[config.mk]
export PLATFORM = sky130hd
export DESIGN_NAME = tt_ldb_alloc
export DESIGN_NICKNAME = d
export VERILOG_FILES = /design/src/rtl/tt_ldb_alloc.sv
export SDC_FILE = /design/constraint.sdc
export NUM_CORES = 1
export LEC_CHECK = 0
export BUFFER_PORTS_ARGS = -buffer_cell sky130_fd_sc_hd__buf_4
export CAP_MARGIN = 20
export CORE_ASPECT_RATIO = 0.8
export CORE_MARGIN = 2
export CORE_UTILIZATION = 35
export DETAILED_ROUTE_END_ITERATION = 16
export HOLD_SLACK_MARGIN = 0.03
export SLEW_MARGIN = 15
export SYNTH_ARGS = -nofsm -noshare
export SYNTH_HDL_FRONTEND = slang
export SYNTH_SLANG_ARGS = --single-unit
[constraint.sdc]
create_clock -name clk -period 11.54 [get_ports clk]
set_clock_uncertainty 0.2 [all_clocks]
set_input_delay 2.308 -clock clk [delete_from_list [all_inputs] [get_ports clk]]
set_output_delay 2.308 -clock clk [all_outputs]
set_load 0.1 [all_outputs]
[src/rtl/tt_ldb_alloc.sv]
// Load-data-buffer allocator: contiguous circular grants tagged by scoreboard ID.
// Supports single-entry release, per-owner flush and a global flush that rewinds the pointer.
module tt_ldb_alloc #(
  parameter int unsigned DEPTH  = 8,
  parameter int unsigned NUM_SB = 32,
  localparam int unsigned IW = $clog2(DEPTH),
  localparam int unsigned SW = $clog2(DEPTH) + 1,
  localparam int unsigned OW = $clog2(NUM_SB)
) (
  input  logic          clk,
  input  logic          reset,
  input  logic          alloc_valid,
  input  logic [OW-1:0] alloc_sb_id,
  input  logic [SW-1:0] alloc_size,
  output logic          alloc_ack,
  output logic [IW-1:0] alloc_start,
  input  logic          free_valid,
  input  logic [IW-1:0] free_idx,
  input  logic          flush_valid,
  input  logic [OW-1:0] flush_sb_id,
  input  logic          flush_all,
  input  logic [OW-1:0] lookup_sb_id,
  output logic [IW-1:0] lookup_start,
  output logic [SW-1:0] occupancy,
  output logic          full,
  output logic          empty,
  output logic          size_err
);

  logic [DEPTH-1:0] valid_q, valid_d;
  logic [DEPTH-1:0] req_mask, grant_mask, free_mask, flush_mask;
  logic [OW-1:0]    owner_q [DEPTH];
  logic [IW-1:0]    start_q [NUM_SB];
  logic [IW-1:0]    free_ptr_q, free_ptr_d;
  logic [SW-1:0]    occupancy_q, occupancy_d;
  logic             size_err_q, size_err_d;
  logic             size_ok;

  // Per-entry masks: requested window (wrapping distance from free_ptr), release and flush hits.
  always_comb begin
    req_mask   = '0;
    free_mask  = '0;
    flush_mask = '0;
    for (int i = 0; i < DEPTH; i++) begin
      req_mask[i]   = ({1'b0, IW'(i) - free_ptr_q} < alloc_size);
      free_mask[i]  = free_valid && (free_idx == IW'(i));
      flush_mask[i] = flush_valid && valid_q[i] && (owner_q[i] == flush_sb_id);
    end
  end

  // Grant decision against registered valid bits only; flush_all suppresses any grant.
  always_comb begin
    size_ok    = (alloc_size != '0) && (alloc_size <= SW'(DEPTH));
    alloc_ack  = alloc_valid && size_ok && !flush_all && ((req_mask & valid_q) == '0);
    grant_mask = alloc_ack ? req_mask : '0;
  end

  // Next-state valid vector, pointer, occupancy and sticky size error.
  always_comb begin
    valid_d     = '0;
    free_ptr_d  = free_ptr_q;
    occupancy_d = '0;
    size_err_d  = size_err_q | (alloc_valid & ~size_ok);
    if (flush_all) begin
      valid_d    = '0;
      free_ptr_d = '0;
    end else begin
      // A grant never overlaps a valid entry, so clear-then-set cannot conflict.
      valid_d = (valid_q & ~free_mask & ~flush_mask) | grant_mask;
      if (alloc_ack) begin
        // Size DEPTH truncates to 0 in IW bits, which is the correct modulo advance.
        free_ptr_d = free_ptr_q + alloc_size[IW-1:0];
      end
    end
    for (int i = 0; i < DEPTH; i++) begin
      occupancy_d = occupancy_d + SW'(valid_d[i]);
    end
  end

  // State registers; reset also discards any grant presented in the same cycle.
  always_ff @(posedge clk) begin
    if (reset) begin
      valid_q     <= '0;
      free_ptr_q  <= '0;
      occupancy_q <= '0;
      size_err_q  <= 1'b0;
      for (int i = 0; i < DEPTH; i++) begin
        owner_q[i] <= '0;
      end
      for (int s = 0; s < NUM_SB; s++) begin
        start_q[s] <= '0;
      end
    end else begin
      valid_q     <= valid_d;
      free_ptr_q  <= free_ptr_d;
      occupancy_q <= occupancy_d;
      size_err_q  <= size_err_d;
      if (alloc_ack) begin
        start_q[alloc_sb_id] <= free_ptr_q;
        for (int i = 0; i < DEPTH; i++) begin
          if (req_mask[i]) begin
            owner_q[i] <= alloc_sb_id;
          end
        end
      end
    end
  end

  // Registered status and unbypassed start lookup.
  always_comb begin
    alloc_start  = free_ptr_q;
    lookup_start = start_q[lookup_sb_id];
    occupancy    = occupancy_q;
    full         = (occupancy_q == SW'(DEPTH));
    empty        = (occupancy_q == '0);
    size_err     = size_err_q;
  end

endmodule
Word level (Yosys, flattened, before mapping) --
Memory sizes are Yosys's and may differ from the RTL's. Cells that the tools add are included.
Word-level totals: logic and storage cells 149, RAM bits 136, output and inout port bits 14, input bits 28, memories 2, register bits after elaboration 16
Memories:
- start_q | words 32, width 3, read ports 1, clocked after Yosys merged registers in 0, wr ports 32, line 33 | logic [IW-1:0] start_q [NUM_SB];
- owner_q | words 8, width 5, read ports 8, clocked after Yosys merged registers in 0, wr ports 8, line 32 | logic [OW-1:0] owner_q [DEPTH];
Operators by class: mux-type cells 50, $lt $le $gt $ge 9, reduce and logical (&&, ||, !) cells 35, eq/ne operators 16, add/sub/neg operators 16, bitwise operators 17
Operator list (number):
- 5-bit two-way mux | 9
- 5-bit equality test | 8
- 1-bit two-way mux | 38
- 3-bit by 4-bit < comparator with 1-bit output | 8
- 1-bit logical AND | 28
- 8-bit bitwise AND | 3
- 4-bit by 1-bit adder with 4-bit output | 4
- 8-bit two-way mux | 2
- 8-bit NOT | 2
- 3-bit equality test (second input constant) | 4
- 3-bit subtractor (first input constant) | 4
- 1-bit OR | 9
- 8-bit logical NOT | 1
- 8-bit OR | 1
- 3-bit by 2-bit equality test with 1-bit output (second input constant) | 2
- 1-bit by 3-bit subtractor with 3-bit output (first input constant) | 2
- 2-bit by 3-bit subtractor with 3-bit output (first input constant) | 2
- 3-bit by 1-bit adder with 4-bit output | 1
- 4-bit equality test (second input constant) | 1
- 4-bit <= comparator (second input constant) | 1
- 4-bit logical NOT | 1
- 4-bit nonzero test | 1
- 2-bit by 1-bit adder with 3-bit output | 1
- 3-bit adder | 1
- 9 further kinds | 9

Logic depth before layout (Yosys ltp) --
Gate-level depths: netlist of the first run.
depth in word-level cells 15, mapped depth 20, gate-level depth less buffers 20

Least setup slack after synthesis of the first run --
Ideal clock, no wire load.
kind input-to-output, start point input port alloc_size[1], end point output port alloc_ack, stages on the path 10, arrival time 4.485 ns, data required time 9.032 ns, buffers on the path 2, path slack 4.547 ns, cells stage by stage inv_1 > ha_1 > or2_1 > a211oi_2 > o22a_1 > and4_1 > buf_4 > nand2_2 > inv_2 > buf_2
On the way: cells in the longest elaborated chain, start to end 5, elaborated cells on any way between the ends 16, classes of those cells 9 x order compare; 1 x bitwise; 6 x reduce/logical
Ends and longest elaborated chain:
- from (decl) | line 14 | input logic [SW-1:0] alloc_size,
- branches (longest 4 deep; another with 3-bit by 4-bit < comparator with 1-bit output)
- 1-bit logical AND * | line 54 | alloc_ack = alloc_valid && size_ok && !flush_all && ((req_mask & valid_q) == '0);
- to (decl) | line 15 | output logic alloc_ack,
Every way passes the cells marked *.

Worst setup path after layout of the first run --
Ends and elaborated chain as after synthesis.

==> results.md, run 1 <==
- Register area share after synthesis: between 50% and 60%
- Reg2reg setup slack: between 5 and 6 ns
- Minimum clock period after layout: 7.74 ns
- Initial Util: 35.8%
- Initial DRC count: 651
- # IOs: 42
- Vias/cell: ~5.7
- Detailed-route DRC error count: 0
- First-pass GRT wire length: 32.9 mm
- Largest net degree at the start of global routing: 80
- Critical path's slowest cell: a211oi_2
- Detailed placement HPWL: 14.1 mm
- Setup TNS: 0 ns
- Initial DRT Pass Iterations: 5
- Top FF cell, synth: edfxtp_1
- Placed Instances: 944
- Highest Clock Rate: about 0.13 GHz
- Max FO, Critical Path: 35
- TritonCTS clock tree: done
- Most frequent cell on the critical path: buf_4
- Post-route ant nets: 0
- Non-Filler Instances: a little under 1,000
- Row count: 49
- Relative slew slack: 38.0%
- Number of port buffers: 41
- Clock slew at reported path FFs: 0.07 ns
- Yosys top cell by area: edfxtp_1
- Final worst-path cycle share: between 60% and 70%
- Asr flop ratio synth: 0%
- Final Max Tran Viols: 0
- Slowest stage delay, CP: 0.53 ns
- Post-synthesis net count: 705
- Yosys top cell area share: 50.6%
- WS Path Type: in -> out
- Via count: 5,596
- Netlist cell types: 48
- WL final: 21.4 mm
- Die area: 0.0243 mm2
- Setup violators final: 0
- EDFF count, synth: 136
- Cells along the critical path: buf_4 -> inv_1 -> ha_1 -> or2_1 -> a211oi_2 -> o22a_1 -> and4_1 -> nand2_2 -> inv_2 -> buf_4
- VDD IR max: ~0.00012 V
- Yosys warnings: 0
- Gpl congestion: 0.836
- Status: completed
- Arr. time, crit path: 5.24 ns
- Hold_buf cts: 0
- Synth area leaders: edfxtp_1, mux4_2, nor3_1
- Share of cells above drive strength 1: 18.2%
- Die span in x: 174 um
- Synth top cells by count: edfxtp_1, nor3_1, clkbuf_1, nor2_1, xnor2_1
- Kind of cell adding the most delay to the critical path: buffers and inverters
- Post_cts resized: 0
- Vias in the first global route: approximately 5,500
- Post-CTS Setup Bufs: 0
- Max-Cap Viols: 0
- Clock Sinks: 152
- Unrepaired setup endpoints after global routing: false
- Most frequent cell after synthesis: edfxtp_1
- Core ar.: between 0.02 and 0.025 mm2
- CTS root buffer: clkbuf_16
- Hold slack: around 0.28 ns
- Startpoint types: primary input
- Final net count: 710
- Drt wl/cell: about 22 um
- GR Overflow Total: 0
- Area Overhead vs Synth: 13.2%
- Maximum root-to-sink buffer count: 2
- Final Hold Viols: 0
- Die extent in y: 140 um
- CP required: 9.03 ns
- Syn Inst Count: 652
- Ant. Diodes: 0
- Yosys reg bits: 152
- Slew at the pin closest to its max-slew limit: 0.929 ns
- Avg Synthesized Cell Area: 12.4 um2
- Num CTS Buffers: 17
- CTS H-tree lvls: 4
- Clock Latency Late Sink: 0.43 ns
- Mapped Area: ~0.0081 mm2
- CP endpoint kind: output pin
- Worst hold path type: reg -> reg
- Core Util, Final: 40.5%
- Pwr dens: 149 mW/mm2
- Static leakage: ~3.0 nW
- WP buf/inv: 4
- Initial antenna violation count: 0
- Total global-route track usage: a little under a fifth
cells by family (layout without fill, tap and decap cells):
logic type / after synthesis / count (layout) / share of synthesized area [%]
adder cells (fa/ha/maj): 25 / 25 / 4.34
multiplexers: 33 / 33 / 8.79
AND/OR/NAND/NOR: 244 / 244 / 15.7
buffers and inverters: 79 / 97 / 3.85
flip-flops: 152 / 152 / 54.6
XOR/XNOR: 46 / 46 / 4.99
AO/OA/AOI/OAI: 73 / 73 / 7.68
worst min-delay path: stages (launching register included):
cell     delay (ns)
dfxtp_1        0.34
a21oi_1        0.04
nor2_1         0.07
final timing paths:
kind | startpoint | end | depth (start not counted)
worst max-delay path | alloc_size[1] | alloc_ack | 10
worst min-delay path | size_err | size_err | 2
worst max register to register | alloc_start[1] | occupancy[2] | 20
worst min register to register | size_err | size_err | 2
layout make-up:
cell class / instances / area (um2)
fillers: 2137 / 13400
multi-input cells: 421 / 3350
well taps: 306 / 383
clock inverters: 15 / 163
flip-flops and latches: 152 / 4400
inverters: 22 / 82.6
repair buffers: 43 / 323
clock buffers: 17 / 425
per-stage QoR:
stage	total power [W]	cell area, um2	setup WS [ns]
2_1_floorplan	0.000772	8070	4.55
4_1_cts	0.00136	9130	3.88
5_1_grt	0.00140	9130	3.63
6_report	0.00136	9130	3.80
3_3_place_gp	0.000818	8540	3.99
3_5_place_dp	0.000822	8540	3.90
sequential cells by signal, indices dropped and copies added (netlist names):
register and cells:
size_err 1, occupancy 4, owner_q 40, start_q 96
alloc_start 3, valid_q 8
power breakdown:
group / switching, W / total, W / leakage, nW / internal, W
Sequential: 0.00000992 / 0.000632 / 1.54 / 0.000622
Combinational: 0.000120 / 0.000179 / 1.23 / 0.0000591
Clock: 0.000245 / 0.000551 / 0.276 / 0.000306
Total: 0.000376 / 0.00136 / 3.04 / 0.000987
cell usage in the layout, fill, tap and decap left out, types with 20 or more instances in the layout:
cell type / count
a31o_1: 32
buf_4: 43
edfxtp_1: 136
ha_1: 20
mux4_2: 30
nand2_1: 22
nor2_1: 37
nor3_1: 99
nor4_1: 27
xnor2_1: 37
per-layer routing:
layer  part of all wire [%]  track usage (%)
met3                    7.1             4.07
met5                      0                0
met1                     45             25.0
met4                    1.4             5.53
met2                     47             28.3
(Power assumes the default switching activity.)
==> inputs of run 2 (changes only) <==
==> constraint.sdc (replaced) <==
create_clock -name clk -period 6.6 [get_ports clk]
set_clock_uncertainty 0.2 [all_clocks]
set_input_delay 1.32 -clock clk [delete_from_list [all_inputs] [get_ports clk]]
set_output_delay 1.32 -clock clk [all_outputs]
set_load 0.1 [all_outputs]
==> results.md, run 2 (synthesized netlist as in run 1, its figures left out) <==
- Startpoint types: primary input (unchanged)
- Vias/cell: 5.79 (was 5.73)
- Setup violators final: 0 (unchanged)
- Post-route ant nets: 0 (unchanged)
- Clock Latency Late Sink: 0.43 ns (about the same)
- Placed cell areas: 0.00860 mm2 (was 0.00854 mm2)
- Relative slew slack: 33.3% (was 38.0%)
- GR Overflow Total: 0 (unchanged)
- Hold_buf cts: 0 (unchanged)
- Die extent in y: 140 um (unchanged)
- Worst hold path type: reg -> reg (unchanged)
- Final net count: 718 (was 710)
- CTS H-tree lvls: 4 (unchanged)
- WL final: 22.2 mm (was 21.4 mm)
- CP required: 6.69 ns (was 9.03 ns)
- Initial Util: 35.8% (unchanged)
- Top reg by flops: start_q (unchanged)
- Number of port buffers: 41 (unchanged)
- Final worst-path cycle share: 88.1%
- Clock slew at reported path FFs: 0.06 ns (was 0.07 ns)
- Commonest cells after routing, fill and taps aside: edfxtp_1, nor3_1, buf_4 (unchanged)
- Drt wl/cell: 22.6 um (was 21.9 um)
- Final Hold Viols: 0 (unchanged)
- Num CTS Buffers: 17 (unchanged)
- Max-Cap Viols: 0 (unchanged)
- First-pass GRT wire length: 34.4 mm (was 32.9 mm)
- Clock Sinks: 152 (unchanged)
- Arr. time, crit path: 5.90 ns (was 5.24 ns)
- Commonest non-fill, non-tap cell in the layout: edfxtp_1 (unchanged)
- Minimum clock period after layout: a little under 6 ns
- Gpl congestion: 0.854 (was 0.836)
- Hold slack: 0.272 ns (was 0.279 ns)
- Initial DRT Pass Iterations: 8 (was 5)
- VDD IR max: 0.000173 V (was 0.000118 V)
- Total global-route track usage: 18.7% (was 18.0%)
- Maximum root-to-sink buffer count: 2 (unchanged)
- Detailed placement HPWL: 14.5 mm (was 14.1 mm)
- Routed wl met2: 10.1 mm (was 10.0 mm)
- Post_cts resized: 0 (unchanged)
- DR top layer: met4 (unchanged)
- CP endpoint kind: flip-flop (was output pin)
- Row count: 49 (unchanged)
- Unrepaired setup endpoints after global routing: false (unchanged)
- Core Util, Final: 40.8% (was 40.5%)
- # IOs: 42 (unchanged)
- Detailed-route DRC error count: 0 (unchanged)
- TritonCTS clock tree: done (unchanged)
- Die span in x: 174 um (unchanged)
- WS Path Type: in -> reg (was in -> out)
- Static leakage: 3.10 nW (was 3.04 nW)
- Max FO, Critical Path: 8 (was 35)
- CTS root buffer: clkbuf_16 (unchanged)
- Met3 WL: 2.07 mm (was 1.52 mm)
- Max reg flops: 96 (unchanged)
- Top Registers: start_q x96, owner_q x40, valid_q x8 (unchanged)
- Pwr dens: 261 mW/mm2 (was 149 mW/mm2)
- Core ar.: 0.0226 mm2 (unchanged)
- Status: completed (unchanged)
- Share of cells above drive strength 1: 18.7% (was 18.2%)
- Die area: 0.0243 mm2 (unchanged)
- Highest Clock Rate: 0.172 GHz
- Vias in the first global route: 5,740 (was 5,503)
- Slew at the pin closest to its max-slew limit: 0.998 ns (was 0.929 ns)
- Post-CTS Setup Bufs: 0 (unchanged)
- Metal1 wirelength: 9.60 mm (was 9.55 mm)
- Initial DRC count: 774 (was 651)
- Final Max Tran Viols: 0 (unchanged)
- Largest net degree at the start of global routing: 80 (unchanged)
- Via count: 5,700 (was 5,596)
- Initial antenna violation count: 0 (unchanged)
- Ant. Diodes: 0 (unchanged)
- Setup TNS: 0 ns (unchanged)
- Post-route cell area: 0.00921 mm2 (was 0.00913 mm2)
- Area Overhead vs Synth: 14.1% (was 13.2%)
## run 2: path summary, 6_finish.rpt
check,startpoint,end,slack (ns),cells past startpoint
worst min register to register,size_err,size_err,0.27,2
worst min-delay path,size_err,size_err,0.27,2
worst max-delay path,alloc_size[2],occupancy[2],0.79,18
worst max register to register,alloc_start[1],occupancy[2],0.86,19
## run 2: worst max-delay path: stages
cell,delay [ns]
buf_4,0.11
inv_1,0.22
ha_1,0.23
nor2_1,0.06
a211oi_2,0.57
o22a_1,0.26
nand4_1,0.26
o31a_1,0.38
nor2_1,0.17
fa_1,0.45
inv_1,0.08
fa_1,0.43
fa_1,0.49
inv_1,0.04
ha_1,0.20
fa_1,0.38
xnor2_1,0.17
nor2_1,0.06
## run 2: metrics by stage
stage	cells	worst slack (ns)	power, W
after floorplan	652	0.400	0.00135
after global placement	952	0.622	0.00143
after detailed placement	952	0.413	0.00144
after CTS	984	0.846	0.00241
after global routing	984	0.490	0.00248
final	984	0.787	0.00240
## run 2: final cells by class
type | instances | area (um2)
clock buffers | 27 | 544
clock inverters | 5 | 57.6
fillers | 2129 | 13400
inverters | 22 | 82.6
multi-input cells | 421 | 3350
flip-flops and latches | 152 | 4400
well taps | 306 | 383
repair buffers | 51 | 383
## run 2: per-layer routing
layer  global-route usage, %  vias up
met3                    3.93       27
li1                        -     2522
met2                    28.8      285
met5                       0        -
met4                    6.63        0
met1                    26.1     2866
## run 2: report_power, final
part,switching (W),total [W],internal [W],leakage (nW)
logic,0.000214,0.000321,0.000107,1.27
registers,0.0000168,0.00110,0.00109,1.54
clock network,0.000376,0.000979,0.000603,0.299
total,0.000607,0.00240,0.00180,3.10
==> inputs of run 3 (changes only) <==
==> constraint.sdc (replaced) <==
create_clock -name clk -period 6.6 [get_ports clk]
set_clock_uncertainty 0.2 [all_clocks]
set_input_delay 0.33 -clock clk [delete_from_list [all_inputs] [get_ports clk]]
set_output_delay 0.33 -clock clk [all_outputs]
set_load 0.1 [all_outputs]
==> results.md, run 3 (synthesized netlist as in run 1, its figures left out) <==
- Sequential power share: 47.6% (was 45.9%)
- Static leakage: 3.02 nW (was 3.10 nW)
- Status: completed (unchanged)
- Max FO, Critical Path: 11 (was 8)
- Number of port buffers: 41 (unchanged)
- Max reg flops: 96 (unchanged)
- Post_cts resized: 0 (unchanged)
- Initial Util: 35.8% (unchanged)
- WS Path Type: reg -> reg (was in -> reg)
- Detailed-route DRC error count: 0 (unchanged)
- Setup TNS: 0 ns (unchanged)
- Via count: 5,738 (was 5,700)
- Post-CTS Setup Bufs: 0 (unchanged)
- Commonest cells after routing, fill and taps aside: edfxtp_1, nor3_1, buf_4 (unchanged)
- Die area: 0.0243 mm2 (unchanged)
- GR Overflow Total: 0 (unchanged)
- Slowest stage delay, CP: 0.58 ns (was 0.57 ns)
- Highest Clock Rate: 0.160 GHz (was 0.172 GHz)
- First-pass GRT wire length: 34.5 mm (was 34.4 mm)
- Clock Latency Late Sink: 0.43 ns (about the same)
- Drt wl/cell: 23.2 um (was 22.6 um)
- Kind of cell adding the most delay to the critical path: adder cells (unchanged)
- Post-route cell area: 0.00908 mm2 (was 0.00921 mm2)
- Die extent in y: 140 um (unchanged)
- Arr. time, crit path: 6.34 ns (was 5.90 ns)
- VDD IR max: 0.000183 V (was 0.000173 V)
- Final net count: 711 (was 718)
- Maximum root-to-sink buffer count: 2 (unchanged)
- Placed cell areas: 0.00854 mm2 (was 0.00860 mm2)
- Die span in x: 174 um (unchanged)
- Area Overhead vs Synth: 12.6% (was 14.1%)
- Post-route ant nets: 0 (unchanged)
- Initial DRC count: 637 (was 774)
- Clock Sinks: 152 (unchanged)
- Logic pwr share: 13.8% (was 13.3%)
- Total global-route track usage: 19.0% (was 18.7%)
- Cells along the critical path: clkinv_1 -> ha_1 -> xor2_1 -> inv_1 -> ha_1 -> nor2_1 -> a211oi_2 -> nand2b_1 -> nand4_1 -> o31a_1 -> nor2_1 -> fa_1 -> inv_1 -> fa_1 -> fa_1 -> inv_1 -> ha_1 -> fa_1 -> xnor2_1 -> nor2_1 (was buf_4 -> inv_1 -> ha_1 -> nor2_1 -> a211oi_2 -> o22a_1 -> nand4_1 -> o31a_1 -> nor2_1 -> fa_1 -> inv_1 -> fa_1 -> fa_1 -> inv_1 -> ha_1 -> fa_1 -> xnor2_1 -> nor2_1)
- Ant. Diodes: 0 (unchanged)
- Commonest non-fill, non-tap cell in the layout: edfxtp_1 (unchanged)
- Critical path's slowest cell: a211oi_2 (unchanged)
- Core ar.: 0.0226 mm2 (unchanged)
- Internal: 0.00167 W (was 0.00180 W)
- TritonCTS clock tree: done (unchanged)
- Pwr dens: 255 mW/mm2 (was 261 mW/mm2)
- Detailed placement HPWL: 14.7 mm (was 14.5 mm)
- Relative slew slack: 26.3% (was 33.3%)
- Setup violators final: 0 (unchanged)
- Clock slew at reported path FFs: 0.07 ns (was 0.06 ns)
- Largest net degree at the start of global routing: 53 (was 80)
- Vias in the first global route: 5,700 (was 5,740)
- Startpoint types: flip-flop (was primary input)
- Final worst-path cycle share: 94.4% (was 88.1%)
- Num CTS Buffers: 17 (unchanged)
- Gpl congestion: 0.873 (was 0.854)
- Final Max Tran Viols: 0 (unchanged)
- Unrepaired setup endpoints after global routing: false (unchanged)
- Clock share of power: 38.6% (was 40.7%)
- CP required: 6.70 ns (was 6.69 ns)
- CTS H-tree lvls: 4 (unchanged)
- Initial DRT Pass Iterations: 5 (was 8)
- Share of cells above drive strength 1: 17.9% (was 18.7%)
- Setup ws final: 0.367 ns (was 0.787 ns)
- WL final: 22.6 mm (was 22.2 mm)
- CP endpoint kind: flip-flop (unchanged)
- Initial antenna violation count: 0 (unchanged)
- Minimum clock period after layout: 6.23 ns (was 5.81 ns)
- Sw frac: 27.9% (was 25.2%)
- # IOs: 42 (unchanged)
- Switching pwr: 0.000646 W (was 0.000607 W)
- Most frequent cell on the critical path: fa_1 (unchanged)
- Top reg by flops: start_q (unchanged)
- CTS root buffer: clkbuf_16 (unchanged)
- Worst hold path type: in -> reg (was reg -> reg)
- Slew at the pin closest to its max-slew limit: 1.10 ns (was 0.998 ns)
- Pre-CTS setup slack: 0.507 ns (was 0.413 ns)
- Final Hold Viols: 0 (unchanged)
- WP buf/inv: 4 (unchanged)
- Top Registers: start_q x96, owner_q x40, valid_q x8 (unchanged)
- Vias/cell: 5.87 (was 5.79)
- Max-Cap Viols: 0 (unchanged)
- Row count: 49 (unchanged)
- Hold slack: 0.0451 ns (was 0.272 ns)
run 3: tightest hold or removal path, stage by stage:
cell	delay [ns]
buf_4	0.11
ha_1	0.13
a211oi_1	0.06
run 3: metal layers:
| layer | global-route usage, % | up-vias | routed length, um |
|---|---|---|---|
| met1 | 27.1 | 2892 | 9950 |
| met4 | 7.25 | 0 | 502 |
| met2 | 28.0 | 292 | 10200 |
| met5 | 0 | - | 0 |
| met3 | 4.64 | 47 | 1980 |
| li1 | - | 2507 | - |
run 3: cell type report:
class / instances / area [um2]
fill: 2123 / 13500
sequential: 152 / 4400
multi-input combinational: 421 / 3350
clock buffer: 18 / 429
tap: 306 / 383
timing repair buffer: 44 / 333
clock inverter: 14 / 98.8
inverter: 22 / 82.6
run 3: path summary, 6_finish.rpt:
| check | slack, ns | cells after the start | end | start |
|---|---|---|---|---|
| max | 0.37 | 20 | occupancy[2] | alloc_start[1] |
| min | 0.05 | 3 | alloc_start[0] | alloc_size[0] |
| max reg2reg | 0.37 | 20 | occupancy[2] | alloc_start[1] |
| min reg2reg | 0.29 | 2 | size_err | size_err |
run 3: stage by stage:
| stage | util, % | cells | power (W) |
|---|---|---|---|
| after floorplan | - | 652 | 0.00135 |
| after global placement | 37.9 | 944 | 0.00143 |
| after detailed placement | 37.9 | 944 | 0.00144 |
| after CTS | 40.3 | 977 | 0.00232 |
| after global routing | 40.3 | 977 | 0.00239 |
| final | 40.3 | 977 | 0.00232 |
run 3: power by group through the flow:
stage / Sequential, W / Clock (W) / Combinational (W)
finish: 0.00111 / 0.000895 / 0.000319
global route: 0.00111 / 0.000943 / 0.000339
CTS: 0.00111 / 0.000896 / 0.000317
detailed placement: 0.00113 / 0 / 0.000315
global placement: 0.00112 / 0 / 0.000310
floorplan: 0.00114 / 0 / 0.000213
run 3: repair_timing:
action	4_1_cts	5_1_grt
hold endpoints to repair	1	0
hold buffers	1	0
endpoints found under the setup margin	0	0
